[src/rtl/lcd_pkg.sv]
// Shared opcodes, row addresses, microsecond delays and state types for the LCD controller.
// LCD_4BIT_MODE_EN selects the nibble-wide panel bus; undefined gives the 8-bit bus.
package lcd_pkg;

   typedef enum logic [1:0] {PWR_WAIT, INIT, DRAW, IDLE} ctrl_state_t;
   typedef enum logic [1:0] {X_IDLE, X_SETUP, X_EHIGH, X_WAIT} xfer_state_t;

`ifdef LCD_4BIT_MODE_EN
   localparam bit FOUR_BIT = 1'b1;
`else
   localparam bit FOUR_BIT = 1'b0;
`endif

   localparam int WAIT_W = 15;

   typedef struct packed {
      logic              nib_only;
      logic [7:0]        code;
      logic [WAIT_W-1:0] wait_us;
   } lcd_cmd_t;

   localparam logic [7:0] CMD_CLEAR    = 8'h01;
   localparam logic [7:0] CMD_ENTRY    = 8'h06;
   localparam logic [7:0] CMD_DISP_OFF = 8'h08;
   localparam logic [7:0] CMD_DISP_ON  = 8'h0C;
   localparam logic [7:0] CMD_WAKE     = 8'h30;
   localparam logic [7:0] CMD_NIB4     = 8'h20;
   localparam logic [7:0] CMD_FSET8_2L = 8'h38;
   localparam logic [7:0] CMD_FSET8_1L = 8'h30;
   localparam logic [7:0] CMD_FSET4_2L = 8'h28;
   localparam logic [7:0] CMD_FSET4_1L = 8'h20;
   localparam logic [7:0] CMD_DDRAM    = 8'h80;

   localparam int                US_PWR   = 20000;
   localparam logic [WAIT_W-1:0] US_WAKE1 = 15'd4100;
   localparam logic [WAIT_W-1:0] US_WAKE2 = 15'd100;
   localparam logic [WAIT_W-1:0] US_CLEAR = 15'd2000;
   localparam logic [WAIT_W-1:0] US_CMD   = 15'd50;

   function automatic logic [7:0] row_base(input logic [1:0] row);
      logic [7:0] b;
      case (row)
         2'd0:    b = 8'h00;
         2'd1:    b = 8'h40;
         2'd2:    b = 8'h14;
         default: b = 8'h54;
      endcase
      return b;
   endfunction

endpackage

[src/rtl/lcd_byte_xfer.sv]
// One panel transfer: 1 us setup, 1 us E-high, then the command's post-wait.
// Under LCD_4BIT_MODE_EN a byte goes out as high then low nibble on data[7:4].
module lcd_byte_xfer
   import lcd_pkg::*;
#(
   parameter int CLK_HZ = 50_000_000
) (
   input  logic              in_Clk,
   input  logic              reset,
   input  logic              start,
   input  logic              rs,
   input  logic [7:0]        byte_in,
   input  logic [WAIT_W-1:0] wait_us,
   input  logic              nib_only,
   output logic              ready,
   output logic              lcd_rs,
   output logic              lcd_e,
   output logic [7:0]        data
);

   localparam int CYC_US = CLK_HZ / 1_000_000;
   localparam int CW     = $clog2(US_PWR * CYC_US + 1);
   localparam logic [CW-1:0] US_END = CW'(CYC_US - 1);

   xfer_state_t       state, state_n;
   logic [CW-1:0]     cnt, cnt_n, wait_end;
   logic              rs_q, rs_n, nib_q, nib_n, lo_q, lo_n;
   logic [7:0]        byte_q, byte_n, data_q, data_n;
   logic [WAIT_W-1:0] wait_q, wait_n;

   always_ff @(posedge in_Clk) begin
      if (!reset) begin
         state  <= X_IDLE;
         cnt    <= '0;
         rs_q   <= 1'b0;
         nib_q  <= 1'b0;
         lo_q   <= 1'b0;
         byte_q <= 8'h00;
         data_q <= 8'h00;
         wait_q <= '0;
      end else begin
         state  <= state_n;
         cnt    <= cnt_n;
         rs_q   <= rs_n;
         nib_q  <= nib_n;
         lo_q   <= lo_n;
         byte_q <= byte_n;
         data_q <= data_n;
         wait_q <= wait_n;
      end
   end

   // ready also covers the final wait cycle so the next setup starts with no gap
   always_comb begin
      state_n  = state;
      cnt_n    = cnt + CW'(1);
      rs_n     = rs_q;
      nib_n    = nib_q;
      lo_n     = lo_q;
      byte_n   = byte_q;
      data_n   = data_q;
      wait_n   = wait_q;
      wait_end = CW'(wait_q) * CW'(CYC_US) - CW'(1);
      ready    = (state == X_IDLE) || ((state == X_WAIT) && (cnt == wait_end));
      case (state)
         X_IDLE:  cnt_n = '0;
         X_SETUP: if (cnt == US_END) begin
            state_n = X_EHIGH;
            cnt_n   = '0;
         end
         X_EHIGH: if (cnt == US_END) begin
            cnt_n = '0;
            if (FOUR_BIT && !lo_q && !nib_q) begin
               state_n = X_SETUP;
               lo_n    = 1'b1;
               data_n  = {byte_q[3:0], 4'h0};
            end else begin
               state_n = X_WAIT;
            end
         end
         X_WAIT:  if (cnt == wait_end) begin
            state_n = X_IDLE;
            cnt_n   = '0;
         end
         default: state_n = X_IDLE;
      endcase
      if (start && ready) begin
         state_n = X_SETUP;
         cnt_n   = '0;
         rs_n    = rs;
         nib_n   = nib_only;
         lo_n    = 1'b0;
         byte_n  = byte_in;
         wait_n  = wait_us;
         data_n  = FOUR_BIT ? {byte_in[7:4], 4'h0} : byte_in;
      end
   end

   assign lcd_rs = rs_q;
   assign lcd_e  = (state == X_EHIGH);
   assign data   = data_q;

endmodule

[src/rtl/lcd_text_ctrl.sv]
// HD44780 text controller: power-on wait, init list, frame buffer and redraw sequencing.
// LCD_4BIT_MODE_EN switches the init list and transfers to the 4-bit panel bus.
module lcd_text_ctrl
   import lcd_pkg::*;
#(
   parameter  int CLK_HZ = 50_000_000,
   parameter  int COLS   = 16,
   parameter  int ROWS   = 2,
   localparam int N      = ROWS * COLS,
   localparam int AW     = (N > 1) ? $clog2(N) : 1
) (
   input  logic          in_Clk,
   input  logic          reset,
   input  logic          wr_en,
   input  logic [AW-1:0] wr_addr,
   input  logic [7:0]    wr_data,
   input  logic          refresh,
   output logic          busy,
   output logic          init_done,
   output logic          lcd_rs,
   output logic          lcd_rw,
   output logic          lcd_e,
   output logic [7:0]    data
);

   localparam int CYC_US  = CLK_HZ / 1_000_000;
   localparam int PWR_CYC = US_PWR * CYC_US;
   localparam int CW      = $clog2(PWR_CYC + 1);
   localparam logic [CW-1:0] PWR_END = CW'(PWR_CYC - 1);
   localparam logic [7:0] FSET = FOUR_BIT ? ((ROWS > 1) ? CMD_FSET4_2L : CMD_FSET4_1L)
                                          : ((ROWS > 1) ? CMD_FSET8_2L : CMD_FSET8_1L);
   localparam logic [3:0] INIT_N  = FOUR_BIT ? 4'd9 : 4'd8;
   localparam logic [2:0] ROW_END = 3'(ROWS);
   localparam logic [4:0] COL_END = 5'(COLS);

   function automatic lcd_cmd_t init_cmd(input logic [3:0] step);
      lcd_cmd_t c;
`ifdef LCD_4BIT_MODE_EN
      case (step)
         4'd0:    c = '{1'b1, CMD_WAKE, US_WAKE1};
         4'd1:    c = '{1'b1, CMD_WAKE, US_WAKE2};
         4'd2:    c = '{1'b1, CMD_WAKE, US_CMD};
         4'd3:    c = '{1'b1, CMD_NIB4, US_CMD};
         4'd4:    c = '{1'b0, FSET, US_CMD};
         4'd5:    c = '{1'b0, CMD_DISP_OFF, US_CMD};
         4'd6:    c = '{1'b0, CMD_CLEAR, US_CLEAR};
         4'd7:    c = '{1'b0, CMD_ENTRY, US_CMD};
         default: c = '{1'b0, CMD_DISP_ON, US_CMD};
      endcase
`else
      case (step)
         4'd0:    c = '{1'b0, CMD_WAKE, US_WAKE1};
         4'd1:    c = '{1'b0, CMD_WAKE, US_WAKE2};
         4'd2:    c = '{1'b0, CMD_WAKE, US_CMD};
         4'd3:    c = '{1'b0, FSET, US_CMD};
         4'd4:    c = '{1'b0, CMD_DISP_OFF, US_CMD};
         4'd5:    c = '{1'b0, CMD_CLEAR, US_CLEAR};
         4'd6:    c = '{1'b0, CMD_ENTRY, US_CMD};
         default: c = '{1'b0, CMD_DISP_ON, US_CMD};
      endcase
`endif
      return c;
   endfunction

   ctrl_state_t   state, state_n;
   logic [CW-1:0] pwr_cnt, pwr_n;
   logic [3:0]    step, step_n;
   logic [2:0]    row, row_n;
   logic [4:0]    col, col_n;
   logic          pending, pending_n, done_q, done_n, launch;
   logic [7:0]    char_buf [N];
   logic [AW-1:0] rd_idx;
   logic          x_start, x_rs, x_ready;
   lcd_cmd_t      x_cmd;

   always_ff @(posedge in_Clk) begin
      if (!reset) begin
         state   <= PWR_WAIT;
         pwr_cnt <= '0;
         step    <= '0;
         row     <= '0;
         col     <= '0;
         pending <= 1'b0;
         done_q  <= 1'b0;
      end else begin
         state   <= state_n;
         pwr_cnt <= pwr_n;
         step    <= step_n;
         row     <= row_n;
         col     <= col_n;
         pending <= pending_n;
         done_q  <= done_n;
      end
   end

   always_ff @(posedge in_Clk) begin
      if (!reset) begin
         for (int i = 0; i < N; i++) char_buf[i] <= 8'h20;
      end else if (wr_en && (int'(wr_addr) < N)) begin
         char_buf[wr_addr] <= wr_data;
      end
   end

   // col 0 of each row is the DDRAM address command, cols 1..COLS are characters
   always_comb begin
      state_n   = state;
      pwr_n     = pwr_cnt;
      step_n    = step;
      row_n     = row;
      col_n     = col;
      pending_n = pending;
      done_n    = done_q;
      launch    = 1'b0;
      x_start   = 1'b0;
      x_rs      = 1'b0;
      x_cmd     = '{1'b0, 8'h00, US_CMD};
      rd_idx    = AW'(int'(row) * COLS + int'(col) - 1);
      case (state)
         PWR_WAIT: begin
            pending_n = 1'b0;
            if (pwr_cnt == PWR_END) begin
               state_n = INIT;
               pwr_n   = '0;
            end else begin
               pwr_n = pwr_cnt + CW'(1);
            end
         end
         INIT: begin
            pending_n = 1'b0;
            if (step != INIT_N) begin
               x_start = 1'b1;
               x_cmd   = init_cmd(step);
               if (x_ready) step_n = step + 4'd1;
            end else if (x_ready) begin
               done_n = 1'b1;
               launch = 1'b1;
            end
         end
         DRAW: begin
            if (refresh) pending_n = 1'b1;
            if (row != ROW_END) begin
               x_start = 1'b1;
               if (col == '0) begin
                  x_cmd.code = CMD_DDRAM | row_base(row[1:0]);
               end else begin
                  x_rs       = 1'b1;
                  x_cmd.code = char_buf[rd_idx];
               end
               if (x_ready) begin
                  if (col == COL_END) begin
                     col_n = '0;
                     row_n = row + 3'd1;
                  end else begin
                     col_n = col + 5'd1;
                  end
               end
            end else if (x_ready) begin
               if (pending || refresh) launch = 1'b1;
               else state_n = IDLE;
            end
         end
         IDLE:    if (refresh && x_ready) launch = 1'b1;
         default: state_n = PWR_WAIT;
      endcase
      // a redraw begins by sending row 0's address in the same cycle it is granted
      if (launch) begin
         x_start    = 1'b1;
         x_rs       = 1'b0;
         x_cmd.code = CMD_DDRAM | row_base(2'd0);
         state_n    = DRAW;
         row_n      = '0;
         col_n      = 5'd1;
         pending_n  = 1'b0;
      end
   end

   lcd_byte_xfer #(.CLK_HZ(CLK_HZ)) u_xfer (
      .in_Clk   (in_Clk),
      .reset    (reset),
      .start    (x_start),
      .rs       (x_rs),
      .byte_in  (x_cmd.code),
      .wait_us  (x_cmd.wait_us),
      .nib_only (x_cmd.nib_only),
      .ready    (x_ready),
      .lcd_rs   (lcd_rs),
      .lcd_e    (lcd_e),
      .data     (data)
   );

   assign busy      = (state != IDLE);
   assign init_done = done_q;
   assign lcd_rw    = 1'b0;

endmodule
[config.mk]
export PLATFORM = sky130hd
export DESIGN_NAME = lcd_text_ctrl
export DESIGN_NICKNAME = d
export VERILOG_FILES = /design/src/rtl/lcd_pkg.sv /design/src/rtl/lcd_byte_xfer.sv /design/src/rtl/lcd_text_ctrl.sv
export SDC_FILE = /design/constraint.sdc
export NUM_CORES = 1
export LEC_CHECK = 0
export BUFFER_PORTS_ARGS = -buffer_cell sky130_fd_sc_hd__clkbuf_2
export CAP_MARGIN = 20
export CORE_MARGIN = 2
export CORE_UTILIZATION = 50
export CTS_CLUSTER_DIAMETER = 80
export DETAILED_ROUTE_END_ITERATION = 6
export GPL_TIMING_DRIVEN = 0
export PLACE_DENSITY_LB_ADDON = 0.2
export RECOVER_POWER = 100
export SYNTH_ARGS = -nofsm -noshare
export SYNTH_HDL_FRONTEND = slang
export SYNTH_SLANG_ARGS = --single-unit
[constraint.sdc]
create_clock -name in_Clk -period 7.45 [get_ports in_Clk]
set_input_delay 1.1175 -clock in_Clk [delete_from_list [all_inputs] [get_ports in_Clk]]
set_output_delay 1.1175 -clock in_Clk [all_outputs]
set_load 0.02 [all_outputs]
### Word-level counts from Yosys, hierarchy flattened

Memory sizes are Yosys's and may differ from the RTL's.
Cells that the tools add are included.

| word-level totals | value |
|---|---|
| register bits | 82 |
| output and inout port bits | 13 |
| memories | 1 |
| input port bits | 17 |
| RAM bits | 256 |
| logic and storage cells | 148 |

| operators by class | value |
|---|---|
| $add $sub $neg | 8 |
| multiplexer cells | 52 |
| bitwise operators | 2 |
| reductions and logical operators | 33 |
| eq/ne operators | 36 |
| $mul | 1 |

Memories:

| memory | words | width | read ports | clocked after Yosys merged registers in | write ports | line | RTL |
|---|---|---|---|---|---|---|---|
| char_buf | 32 | 8 | 1 | 0 | 32 | lcd_text_ctrl.sv:71 | `logic [7:0] char_buf [N];` |

Operator list:

| cell | number |
|---|---|
| 21-bit one-hot mux with 7 select lines | 1 |
| 20-bit 2-to-1 mux | 3 |
| 20-bit one-hot mux with 3 select lines | 1 |
| 20-bit by 1-bit adder with 20-bit output, second input constant | 2 |
| 8-bit 2-to-1 mux | 4 |
| 1-bit 2-to-1 mux | 24 |
| 21-bit 2-to-1 mux | 1 |
| 7-bit one-hot mux with 3 select lines | 1 |
| 20-bit equality test | 1 |
| 20-bit equality test, second input constant | 1 |
| 20-bit by 6-bit equality test with 1-bit output, second input constant | 1 |
| 20-bit by 1-bit subtractor with 20-bit output, second input constant | 1 |
| 15-bit by 5-bit multiplier with 19-bit output, second input constant | 1 |
| 2-bit 2-to-1 mux | 8 |
| 8-bit one-hot mux with 2 select lines | 1 |
| 15-bit 2-to-1 mux | 1 |
| 3-bit inequality test, second input constant | 5 |
| 2-bit inequality test, second input constant | 7 |
| 4-bit by 3-bit equality test with 1-bit output, second input constant | 3 |
| 3-bit AND reduction | 4 |
| 4-bit AND reduction | 3 |
| 2-bit equality test, second input constant | 5 |
| 5-bit 2-to-1 mux | 2 |
| 5-bit AND reduction | 2 |
| 29 further kinds | 49 |

### Depth between registers and ports, before layout

| logic depth | value |
|---|---|
| depth in word-level cells | 12 |
| depth in mapped cells | 20 |
| gate-level depth less buffers | 16 |

### Modules after synthesis

From an unflattened synthesis, not the netlist that was laid out.

| unflattened totals | value |
|---|---|
| cells, all modules | 1562 |
| area, all modules | 18672.9 µm² |

By module, submodules not included:

| module | instances | seq. area each (µm²) | cells an instance | area an instance (µm²) |
|---|---|---|---|---|
| lcd_text_ctrl | 1 | 8408.1 | 1068 | 14216.1 |
| lcd_byte_xfer | 1 | 920.9 | 494 | 4456.8 |

### Worst setup path after synthesis

OpenSTA, ideal clock, no wires.

| timing | value |
|---|---|
| path kind | reg-to-reg |
| start | register u_xfer.wait_q[10] |
| end | register u_xfer.data_q[6] (netlist: u_xfer.data[6]) |
| library setup time | 117 ps |
| arrival time | 5334 ps |
| required time | 7333 ps |
| buffers on the path | 4 |
| setup slack | 1998 ps |
| cell stages (with the launch flop) | 20 |
| clock period less this slack | 5452 ps |
| cell sequence | dfxtp_1 -> inv_1 -> fa_1 -> inv_1 -> fa_1 -> ha_1 -> buf_2 -> nand2_1 -> a2111oi_2 -> mux2_4 -> or2_1 -> buf_4 -> or4b_1 -> xnor2_1 -> a2111oi_4 -> a31oi_4 -> or2_1 -> buf_2 -> buf_6 -> a32o_1 |

| on the way | value |
|---|---|
| longest elaborated chain between the ends | 10 |
| elaborated cells on any way between the ends | 15 |
| those cells by class | 1 x add/sub; 1 x mul; 1 x eq/ne; 8 x mux; 4 x reduce/logical |

Ends and longest elaborated chain:

| item | line | RTL |
|---|---|---|
| start, declared | lcd_byte_xfer.sv:29 | `logic [WAIT_W-1:0] wait_q, wait_n;` |
| start signal, assigned | lcd_byte_xfer.sv:49 | `wait_q <= wait_n;` |
| 15-bit by 5-bit multiplier with 19-bit output (*) | lcd_byte_xfer.sv:63 | `wait_end = CW'(wait_q) * CW'(CYC_US) - CW'(1);` |
| 20-bit by 1-bit subtractor with 20-bit output (*) | lcd_byte_xfer.sv:63 |  |
| 20-bit equality test (*) | lcd_byte_xfer.sv:64 | `ready = (state == X_IDLE) \|\| ((state == X_WAIT) && (cnt == wait_end));` |
| 1-bit logical AND (*) | lcd_byte_xfer.sv:64 |  |
| 1-bit logical OR (*) | lcd_byte_xfer.sv:64 |  |
| 1-bit 2-to-1 mux, or another cell as far along | lcd_text_ctrl.sv:157 | `end else if (x_ready) begin` |
| 1-bit 2-to-1 mux (on tied branches) | lcd_text_ctrl.sv:141, lcd_text_ctrl.sv:130, lcd_text_ctrl.sv:162 |  |
| 1-bit one-hot mux with 3 select lines | lcd_text_ctrl.sv:118 | `case (state)` |
| 1-bit 2-to-1 mux | lcd_text_ctrl.sv:166 | `if (launch) begin` |
| 1-bit logical AND | lcd_byte_xfer.sv:87 | `if (start && ready) begin` |
| end signal, assigned | lcd_byte_xfer.sv:48 | `data_q <= data_n;` |
| end, declared | lcd_byte_xfer.sv:28 | `logic [7:0] byte_q, byte_n, data_q, data_n;` |

Every way passes the cells marked *; elsewhere a longest branch is shown, timed or not.
A chain may end at the register's enable or synchronous reset.

### Worst setup path after layout

| timing | value |
|---|---|
| start | register u_xfer.wait_q[10] |
| end | register u_xfer.wait_q[4] |

| on the way | value |
|---|---|
| longest elaborated chain between the ends | 10 |
| elaborated cells on any way between the ends | 14 |
| those cells by class | 1 x add/sub; 1 x mul; 1 x eq/ne; 7 x mux; 4 x reduce/logical |

Ends and longest elaborated chain:

| item | line |
|---|---|
| 15-bit by 5-bit multiplier with 19-bit output (*) | lcd_byte_xfer.sv:63 |
| 20-bit by 1-bit subtractor with 20-bit output (*) | lcd_byte_xfer.sv:63 |
| 20-bit equality test (*) | lcd_byte_xfer.sv:64 |
| 1-bit logical AND (*) | lcd_byte_xfer.sv:64 |
| 1-bit logical OR (*) | lcd_byte_xfer.sv:64 |
| 1-bit 2-to-1 mux, or another cell as far along | lcd_text_ctrl.sv:157 |
| 1-bit 2-to-1 mux (on tied branches) | lcd_text_ctrl.sv:141, lcd_text_ctrl.sv:130, lcd_text_ctrl.sv:162 |
| 1-bit one-hot mux with 3 select lines | lcd_text_ctrl.sv:118 |
| 1-bit 2-to-1 mux | lcd_text_ctrl.sv:166 |
| 1-bit logical AND (*) | lcd_byte_xfer.sv:87 |

Marks and branches as above.

==> reports/results.ini <==
[status]
outcome = completed

[placed_design]
placed_area_mm2 = 0.0185
dp_hpwl_um = 33100
io_buffers = 28
gp_congestion = 0.893
preCtsSetupSlack_ps = 1190

[sta]
tightest_slew_ps = 1110
hold_viol_final = 0
fin_worst_skew_ps = 28.6
slew_headroom_pct = 25.9
finalCritPeriodShare_pct = 88.1
tns_ps = 0
maxSlewViolCount = 0
setup_slack_ps = 883
final.min_clock_period_ps = 6570
setup_viol = 0
rsz0062_at_grt = false
clock.fmax_ghz = 0.152

[clocking]
path_clk_slew_ps = 60
worstSkewPairLatency_ps = 550
cts_tree = done
cts-resized-gates = 0
cts_setup_buffers = 0
cts.sinks = 330
cts_buffers = 37
htreeDepth = 2
cts-root-buf = clkbuf_16
clk_path_buf_depth = 3
cts.hold.buffers_added = 0

[pwr]
power_leakage_nw = 6.61
power_density_mw_per_mm2 = 213
p_total_mw = 4.15
vdd_ir_drop_max_mv = 0.199

[finish]
design_area_mm2 = 0.0195
finish.net_count = 1623
post-route-util_pct = 56.5
drive_above_1_share_pct = 11.0
area_growth_pct = 11.6

[floorplanning]
die_x_um = 191
coreArea_mm2 = 0.0345
io_pins = 30
start_util_pct = 50.7
die_y_um = 191
dieArea_mm2 = 0.0365
row_count = 68

[synthesis]
yosysTopAreaCell = edfxtp_1
synth_cells = 1439
synth-compound-area-share_pct = 6.83
yosysSeqAreaShare_pct = 52.4
synth.cell_area_mm2 = 0.0175
avgSynthCellArea_um2 = 12.2
synth_ff_type = edfxtp_1
muxShareOfSynthArea_pct = 11.2
synth_area_leaders = edfxtp_1 44%, mux4_2 10%, dfxtp_1 8.5%, and2_1 8.1%, ha_1 4.1%
synth_cell_type_count = 87
synth_edf_count = 256
yosys_warnings = 0
synth_xor_xnor_area_share_pct = 3.18
syn_nets = 1518
synth-seq-cells = 330
synth-async-reset-ratio_pct = 0
synth_top_family_by_area = simple AND/OR/NAND/NOR gates
synth_fa_ha_area_share_pct = 4.65
synth_largest_type_area_fraction_pct = 43.9
synth-simple-area-share_pct = 18.6

[drt]
antenna_left = 0
via_per_inst = 5.86
dr.pass1.iters = 5
via_count = 11900
drt-initial-drc-count = 1012
avgRoutedWirePerCell_um = 22.3
route.detailed.drc = 0
drt_wl_total_um = 45200

[critical_path]
worstSetupStartpoint = u_xfer.wait_q[10]$_SDFFE_PN0P_
critPathTopFamily = compound AO/OA/AOI/OAI gates
worst_r2r_endpoint = u_xfer.wait_q[4]$_SDFFE_PN0P_
cp.depth = 18
crit_required_ps = 7830
startpoint_type = flip-flop
worstPathCellList = inv_1, fa_1, inv_1, fa_1, ha_1, buf_2, nand2_1, a2111oi_0, mux2_4, or2_1, buf_4, or4b_1, xnor2_1, a2111oi_4, a31oi_1, buf_2, a2111oi_0, a211oi_1
worst-path-max-fanout = 10
ff2ff_path_depth = 18
crit_type = flip-flop to flip-flop
end_kind = flip-flop
rr_startpoint = u_xfer.wait_q[10]$_SDFFE_PN0P_
crit_buf_inv = 5
r2r_setup_slack_ps = 880
cp_data_arrival_time_ps = 6950
cp_slowest_stage_delay_ps = 610
slowest_stage = a2111oi_0

[min_path]
whs_endpoint = init_done$_SDFFE_PN0P_
hp-start = init_done$_SDFFE_PN0P_
hold_path_depth = 1
hold_path_class = flip-flop to flip-flop

[flow_run]
cap_violations = 0

[global_route]
grt_pass1_wl_um = 68900
track_usage_pct = 25.4
grt_pass1_vias = 11700
antenna_found_initial = 1
grt_max_degree = 14
grt_overflow = 0

## stage by stage
stage | hold slack (ps) | cells
3_3_place_gp | 455 | 1922
6_report | 473 | 2024
5_1_grt | 502 | 2023
3_5_place_dp | 458 | 1957
2_1_floorplan | 441 | 1439
4_1_cts | 466 | 2020
## sequential cells by signal, indices dropped and copies added (netlist names), named ones only
name and cells:
u_xfer.data 8, init_done 1, u_xfer.lcd_rs 1, u_xfer.state 2, pwr_cnt 20, char_buf 256, col 5, pending 1
u_xfer.cnt 20, row 3, u_xfer.wait_q 7, state 1, step 4
## worst max path at each step
| stage | endpoint | slack, ps |
|---|---|---|
| finish | u_xfer.wait_q[4]$_SDFFE_PN0P_ | 880 |
| global route | u_xfer.wait_q[5]$_SDFFE_PN0P_ | 500 |
| CTS | u_xfer.wait_q[4]$_SDFFE_PN0P_ | 1190 |
| global placement | u_xfer.wait_q[6]$_SDFFE_PN0P_ | 1280 |
| floorplan | u_xfer.data[6]$_SDFFE_PN0P_ | 2000 |
| detailed placement | u_xfer.cnt[19]$_SDFF_PP0_ | 1190 |
## cell families after synthesis
family                   after synthesis
multiplexers                          95
AO/OA/AOI/OAI                        166
buffers and inverters                138
XOR/XNOR                              62
other                                  1
AND/OR/NAND/NOR                      585
adder cells (fa/ha/maj)               62
flip-flops                           330
## layer usage
metal / wire (um) / share of wire (%) / global-route usage (%) / up-vias
li1: - / - / - / 5508
met4: 1100 / 2.4 / 7.51 / 2
met1: 18100 / 40 / 33.7 / 5753
met2: 22200 / 49 / 42.5 / 515
met3: 3760 / 8.3 / 4.74 / 90
met5: 13 / 0.029 / 0 / -
## cell usage after synthesis, drive strengths merged (32+ instances only)
library cell,count
dfxtp,74
nand2,62
or3,37
mux4,80
and2,226
nor2,119
ha,57
clkbuf,75
o21ai,52
edfxtp,256
inv,47
xnor2,32
## area by class of cell
cell class                 count  area [um2]
clock buffer                  48        1010
timing repair buffer          66         319
tap                          455         569
multi-input combinational    971        7750
clock inverter                15         155
inverter                      48         180
buffer                        90         372
fill                        2934       15000
sequential                   330        9170
antenna                        1        2.50
## power by group
group	internal [mW]	switching [mW]
clock network	1.03	0.749
registers	2.06	0.0298
logic	0.0917	0.188
## layout by cell type, fill, tap and decap left out, types with 5 or more instances in the layout
master     instances
a2111oi_0          5
a211oi_1          10
a21o_1             5
a21oi_1           27
a32o_1             6
and2_0           156
and2_1            70
and3_1            11
buf_1              5
clkbuf_1         132
clkbuf_16         38
clkbuf_2          13
clkinv_1           5
clkinv_2           5
dfxtp_1           74
edfxtp_1         256
fa_1               5
ha_1              57
inv_1             47
mux2i_1           14
mux4_2            80
nand2_1           62
nand2b_1           8
nand3_1           28
nand3b_1           6
nand4_1           17
nand4b_1           6
nor2_1           118
nor2b_1            7
nor3_1            16
nor3b_1            5
nor4_1            12
o211a_1            5
o21ai_0           49
o31ai_1            5
or3_1             36
or4_1              7
xnor2_1           32
xor2_1            29
No activity file was read; power rests on OpenSTA's default activity.
